<file path="src/rtl/data_mem_ctrl.sv">
// Data-memory responder for the MEM stage. Storage is a byte-wide array, so a
// word access is four sequential byte beats; busy holds the pipeline until the
// one-cycle done pulse. Word data is big-endian (lowest address in [31:24]).
module data_mem_ctrl #(
  parameter int ADDR_W = 9
) (
  input  logic        clk,
  input  logic        reset,
  input  logic        datamem_en,
  input  logic        rw,
  input  logic        size,
  input  logic [31:0] addr,
  input  logic [31:0] wdata,
  output logic [31:0] rdata,
  output logic        busy,
  output logic        done,
  output logic        err
);

  localparam int DEPTH = 2 ** ADDR_W;

  typedef enum logic [1:0] {IDLE, ACCESS, DONE} state_t;

  state_t            state;
  state_t            state_nxt;

  logic [7:0]        Mem [0:DEPTH-1];

  // Request latched on acceptance in IDLE; inputs are ignored afterwards.
  logic [ADDR_W-1:0] addr_p0;
  logic              rw_p0;
  logic              size_p0;
  logic [31:0]       wdata_p0;

  logic [1:0]        beat;
  logic [23:0]       acc;
  logic              err_q;

  logic              misaligned;
  logic              last_beat;
  logic              mem_we;
  logic [ADDR_W-1:0] byte_idx;
  logic [7:0]        rd_byte;
  logic [7:0]        wr_byte;

  // Address bits above ADDR_W are ignored, so the array wraps.
  logic              unused_addr_hi;
  assign unused_addr_hi = ^addr[31:ADDR_W];

  // Byte of the store data that belongs to a given beat.
  function automatic logic [7:0] store_byte(input logic [31:0] w,
                                            input logic        word,
                                            input logic [1:0]  b);
    logic [7:0] r;
    if (!word) begin
      r = w[7:0];
    end else begin
      case (b)
        2'd0:    r = w[31:24];
        2'd1:    r = w[23:16];
        2'd2:    r = w[15:8];
        default: r = w[7:0];
      endcase
    end
    return r;
  endfunction

  assign misaligned = size & (addr[1:0] != 2'b00);
  assign last_beat  = size_p0 ? (beat == 2'd3) : 1'b1;
  assign byte_idx   = addr_p0 + ADDR_W'(beat);
  assign rd_byte    = Mem[byte_idx];
  assign wr_byte    = store_byte(wdata_p0, size_p0, beat);

  // State register.
  always_ff @(posedge clk or posedge reset) begin
    if (reset) state <= IDLE;
    else       state <= state_nxt;
  end

  // Next state, handshake outputs and array write enable.
  always_comb begin
    state_nxt = state;
    done      = 1'b0;
    err       = 1'b0;
    mem_we    = 1'b0;
    case (state)
      IDLE: begin
        if (datamem_en) state_nxt = misaligned ? DONE : ACCESS;
      end
      ACCESS: begin
        mem_we = rw_p0;
        if (last_beat) state_nxt = DONE;
      end
      DONE: begin
        done      = 1'b1;
        err       = err_q;
        state_nxt = IDLE;
      end
      default: state_nxt = IDLE;
    endcase
    busy = datamem_en & ~done & ~reset;
  end

  // Beat counter, error flag and load result.
  always_ff @(posedge clk or posedge reset) begin
    if (reset) begin
      beat  <= 2'd0;
      err_q <= 1'b0;
      rdata <= '0;
    end else begin
      case (state)
        IDLE: begin
          if (datamem_en) begin
            beat  <= 2'd0;
            err_q <= misaligned;
            if (misaligned) rdata <= '0;
          end
        end
        ACCESS: begin
          beat <= last_beat ? 2'd0 : beat + 2'd1;
          if (last_beat) rdata <= rw_p0 ? 32'h0 : {acc, rd_byte};
        end
        DONE:    err_q <= 1'b0;
        default: ;
      endcase
    end
  end

  // Request capture and read accumulator (data path, not reset).
  always_ff @(posedge clk) begin
    if (state == IDLE && datamem_en) begin
      addr_p0  <= addr[ADDR_W-1:0];
      rw_p0    <= rw;
      size_p0  <= size;
      wdata_p0 <= wdata;
      acc      <= '0;
    end else if (state == ACCESS) begin
      acc <= {acc[15:0], rd_byte};
    end
  end

  // Byte array write port; never cleared by reset.
  always_ff @(posedge clk) begin
    if (mem_we) Mem[byte_idx] <= wr_byte;
  end

endmodule

</file>
<file path="config.mk">
export PLATFORM = sky130hd
export DESIGN_NAME = data_mem_ctrl
export DESIGN_NICKNAME = d
export VERILOG_FILES = /design/src/rtl/data_mem_ctrl.sv
export SDC_FILE = /design/constraint.sdc
export NUM_CORES = 2
export LEC_CHECK = 0
export BUFFER_PORTS_ARGS = -buffer_cell sky130_fd_sc_hd__buf_4
export CAP_MARGIN = 20
export CORE_UTILIZATION = 35
export CTS_CLUSTER_SIZE = 40
export DETAILED_ROUTE_END_ITERATION = 8
export GPL_TIMING_DRIVEN = 0
export PLACE_DENSITY = 0.58
export SETUP_SLACK_MARGIN = 0.4
export SYNTH_ARGS = -nofsm -noshare
export SYNTH_HDL_FRONTEND = slang
export SYNTH_SLANG_ARGS = --single-unit
</file>
<file path="constraint.sdc">
create_clock -name clk -period 54.9 [get_ports clk]
set_clock_uncertainty 0.1 [all_clocks]
set_input_delay 0 -clock clk [delete_from_list [all_inputs] [get_ports clk]]
set_output_delay 0 -clock clk [all_outputs]
set_load 0.1 [all_outputs]
</file>
[After elaboration in Yosys (flattened, before gate mapping)]
Memories as Yosys holds them, arrays and structs flattened.
Cells that the tools add are included.
Operators by class
  muxes and demuxes: 22
  bitwise logic cells: 5
  reductions and logical operators: 10
  equality and inequality tests: 8
  $add $sub $neg: 2
Operators by type and width (count)
  32-bit 2-to-1 mux: 4
  32-bit one-hot mux with 2 select lines: 1
  8-bit one-hot mux with 3 select lines: 1
  2-bit 2-to-1 mux: 5
  9-bit by 2-bit adder with 9-bit output: 1
  8-bit 2-to-1 mux: 1
  2-bit one-hot mux with 2 select lines: 2
  1-bit 2-to-1 mux: 7
  2-bit equality test (second input constant): 3
  2-bit != test (second input constant): 3
  2-bit AND reduction: 3
  2-bit nonzero test: 3
  2-bit by 1-bit equality test with 1-bit output (second input constant): 2
  2-bit zero test: 2
  4-bit AND reduction: 1
  1-bit AND: 3
  2-bit by 1-bit adder with 2-bit output (second input constant): 1
  1-bit NOT: 2
  1-bit one-hot mux with 2 select lines: 1
  1-bit logical AND: 1
Word-level totals
  memories kept: 1
  RAM bits: 4096
  bits of input ports: 69
  bits in registers: 104
Memory list
  Mem: words 512, width 8, read ports 1, clocked after memory_dff 0, wr ports 1, line 27  | logic [7:0] Mem [0:DEPTH-1];

[Logic depth before layout (Yosys ltp)]
  word-level depth: 5
  gate-level depth with buffers: 18
  gate-level depth less buffers: 10

[Worst setup path before layout]
Ideal clock, no wire load.
  path type: register to register
  start point: register beat[1]
  end point: memory Mem[0][6], data pin
  cell stages (with the launch flop): 6
  period minus slack after synthesis: 25.198 ns
  buffers on the path: 2
  path slack: 29.702 ns
  arrival: 20.930 ns
  cells stage by stage: dfrtp_1 ha_1 nand2b_1 clkbuf_1 clkbuf_1 o21ai_0
On the way
  word-level cells in the longest chain between the ends: 3
  elaborated cells between the ends (all ways): 5
  classes of those cells: eq/ne: 2; mux: 2; reduce/logical: 1
RTL lines
  start, declared: line 35  | logic [1:0] beat;
  start signal, assigned: line 120  | beat <= last_beat ? 2'd0 : beat + 2'd1;
  2-bit equality test, or another cell as far along: line 58  | case (b)
  8-bit one-hot mux with 3 select lines (*): line 58
  8-bit 2-to-1 mux (*): line 55  | if (!word) begin
  named net wr_byte[6]: line 44  | logic [7:0] wr_byte;
  end, declared: line 27
The timed path passes the listed nets; every way through them passes the cells marked *.

[Worst setup path after layout]
  start point: register beat[0]
  end point: memory Mem[187][4], enable pin
On the way
  word-level cells in the longest chain between the ends: 1
RTL lines
  9-bit by 2-bit adder with 9-bit output: line 70  | assign byte_idx = addr_p0 + ADDR_W'(beat);
Every way passes these cells.

==> flow_summary.toml <==
[finish]
fillers = 40200
final_cell_mix = "edfxtp_1 (4,139), mux4_2 (1,161), nor2_1 (559)"
design_area_um2 = 191000
final_common_cell = "edfxtp_1"
multi_input_area_um2 = 34500
drive_gt1_share_pct = 30.2
seqCellArea_um2 = 126000
area_growth_pct = 17.0
nets = 8169

[sta]
finalMaxSlewViolations = 0
setup-violations-final = 0
slew_headroom_pct = 11.6
rsz0062_at_grt = "false"
max_freq_mhz = 98.1
layout_min_cycle_time_ns = 10.20
tightest_slew_ns = 1.33
fin_crit_sh_pct = 18.6
hold_violations = 0
layout_setup_ws_ns = 44.70
setup-tns-final_ns = 0

[clock_network]
clock-sinks = 4200
clkLatencyLatePin_ns = 1.08
cts_buffers = 417
clockBufferDepth = 4
cts_tree = "yes"
path_clk_slew_ns = 0.06
post-cts-setup-buffers = 0
h-tree-depth = 5
clockRootBuffer = "clkbuf_16"

[detailed_routing]
vias = 95800
routedWlPerCell_um = 49.9
ant_nets = 0
drt-initial-drc-count = 21100
first_pass_iters = 7
viasPerCell = 6.51
routed_wl_mm = 735
drc_errors = 0

[die]
initial_utilization_pct = 35.2
die_area_um2 = 468000
die_h_um = 684
io_pins = 104
fp.coreArea_um2 = 464000
die_x_um = 684
rows = 250

[global_routing]
met3_usage_pct = 12.7
grt_max_degree = 50
grt_use_total_pct = 30.7
grt_pass1_vias = 86300
busiest_layer = "met2"
globalRouteMet2Util_pct = 42.6
grt_antenna_before_repair = 135
grt-ovfl-total = 0
use_met1_pct = 38.3
grt_first_pass_wirelength_mm = 922

[logic_synthesis]
synth_area_leaders = "edfxtp_1 (76%), mux4_2 (16%), nor2_1 (1.3%)"
syn_area_per_cell_um2 = 22.5
synth_top_area_share_pct = 76.3
ys.flop_type = "edfxtp_1"
ys_seq_area_share_pct = 77.1
synth_cells = 7255
yosysUniqueCellTypes = 93
synth_async_sr_flop_share_pct = 0.881
ys_ff_latch = 4200
syn_area_um2 = 163000
synth_fp_nets = 7331
yosysWarningCount = 0
yosys.area.top_type = "edfxtp_1"
synth_edf_count = 4139

[worst_hold_path]
hp-class = "in2reg"
min_path_cells = 4

[flow_run]
cap_violations = 0

[setup_path]
crit_slowest_cell = "nor2_1"
slowest_delay_ns = 1.15
arrival_ns = 10.72
critPathKind = "reg2reg"
reg2reg_depth = 15
crit_fanout = 11
cp-end-kind = "register"
path_cells = "ha_1 > fa_1 > buf_6 > xnor2_4 > buf_16 > buf_4 > buf_2 > buf_2 > buf_2 > buf_2 > nand3_1 > nor2_1 > nand2_1 > clkbuf_2 > nor2_1"
start_kind = "register"
path_common_cell = "buf_2"
cp.required_ns = 55.42

[place]
port_buffers = 80
dpl.hpwl_mm = 499
gp_congestion = 1.05
place_area_um2 = 176000
pre_cts_slack_ns = 45.47

[pwr]
power_leakage_nw = 59.5
peakVddDrop_uv = 40.3
p_per_area_nw_per_um2 = 58.8

[outcome]
status = "finished, final reports clean"
[Yosys cell counts (all sizes together) (13+ instances only)]
cell type  instances
nor2             565
nor3              51
o21ai             25
nand2b            19
or2               13
mux2i             88
a21oi             25
nand2            149
a211oi            13
edfxtp          4139
buf              320
clkbuf           144
a22o              83
dfxtp             24
o32ai             13
nand3             54
mux2              22
o22ai             63
a22oi             30
mux4            1161
dfrtp             37
[layout make-up]
type | instances | share of cell area (%)
diodes | 105 | 0.138
multi-input cells | 2582 | 18.1
clock buffers | 486 | 5.70
flip-flops and latches | 4200 | 65.9
plain buffers | 464 | 1.59
well taps | 6174 | 4.05
repair buffers | 419 | 3.15
clock inverters | 282 | 1.37
inverters | 9 | 0.0190
[stage by stage]
step	utilization [%]	instances	total power [mW]	hold slack, ns
after floorplan	-	7255	6.20	-0.00113
after global placement	37.0	13500	8.92	0.0812
after detailed placement	37.9	13700	8.11	-0.168
after CTS	41.0	14600	10.9	0.0147
after global routing	41.1	14600	11.1	0.127
final	41.1	14700	11.2	0.0569
[final timing paths]
| check | from | slack (ns) | end |
|---|---|---|---|
| setup reg to reg | beat[0] | 44.70 | Mem[187][4] |
| max in group asynchronous | reset | 53.91 | beat[1] |
| hold reg to reg | acc[16] | 0.40 | rdata[24] |
| min in group asynchronous | reset | 0.08 | rdata[7] |
| hold / removal | datamem_en | 0.06 | acc[9] |
| setup / recovery | beat[0] | 44.70 | Mem[187][4] |
[sequential cells by signal, summed over array words and instances, names as in the netlist]
signal    flops
err_q         1
size_p0       1
beat          2
Mem        4096
addr_p0       9
wdata_p0     32
rw_p0         1
state         2
rdata        32
acc          24
[repair_timing]
item | CTS | global route
resized for setup | 0 | 0
endpoints found under the setup margin | 0 | 0
hold buffers | 91 | 0
endpoints found under the hold margin | 150 | 0
[routing by layer]
layer / vias up / wire (um)
met5: - / 534
met3: 2139 / 118000
met4: 36 / 64100
met2: 9846 / 307000
li1: 32500 / -
met1: 51200 / 245000
[power by group]
group	switching (mW)	internal, mW	leakage, nW
Combinational	3.18	1.25	14.8
Clock	1.30	1.61	6.57
Sequential	0.0231	3.85	38.1
[kinds of logic (layout without fill, tap and decap cells)]
logic type	count (synthesis)	after routing	share of synthesized area [%]
and+or+nand+nor	929	929	2.45
muxes	1271	1271	16.7
xor gates and xnor gates	4	4	0.0376
AOI/OAI and AO/OA	371	371	1.78
adders and majority gates	7	7	0.0583
other	0	105	0
DFF	4200	4200	77.1
buffers and inverters	473	1660	1.83
[worst max-delay path: cells and delay by family (launching register included)]
kind,cells,cell delay [ns]
xor+xnor,1,0.61
simple gates,4,2.30
flops,1,0.45
fa+ha+maj,2,1.11
buf+inv,8,4.91
Power figures use the tool's default switching activity.
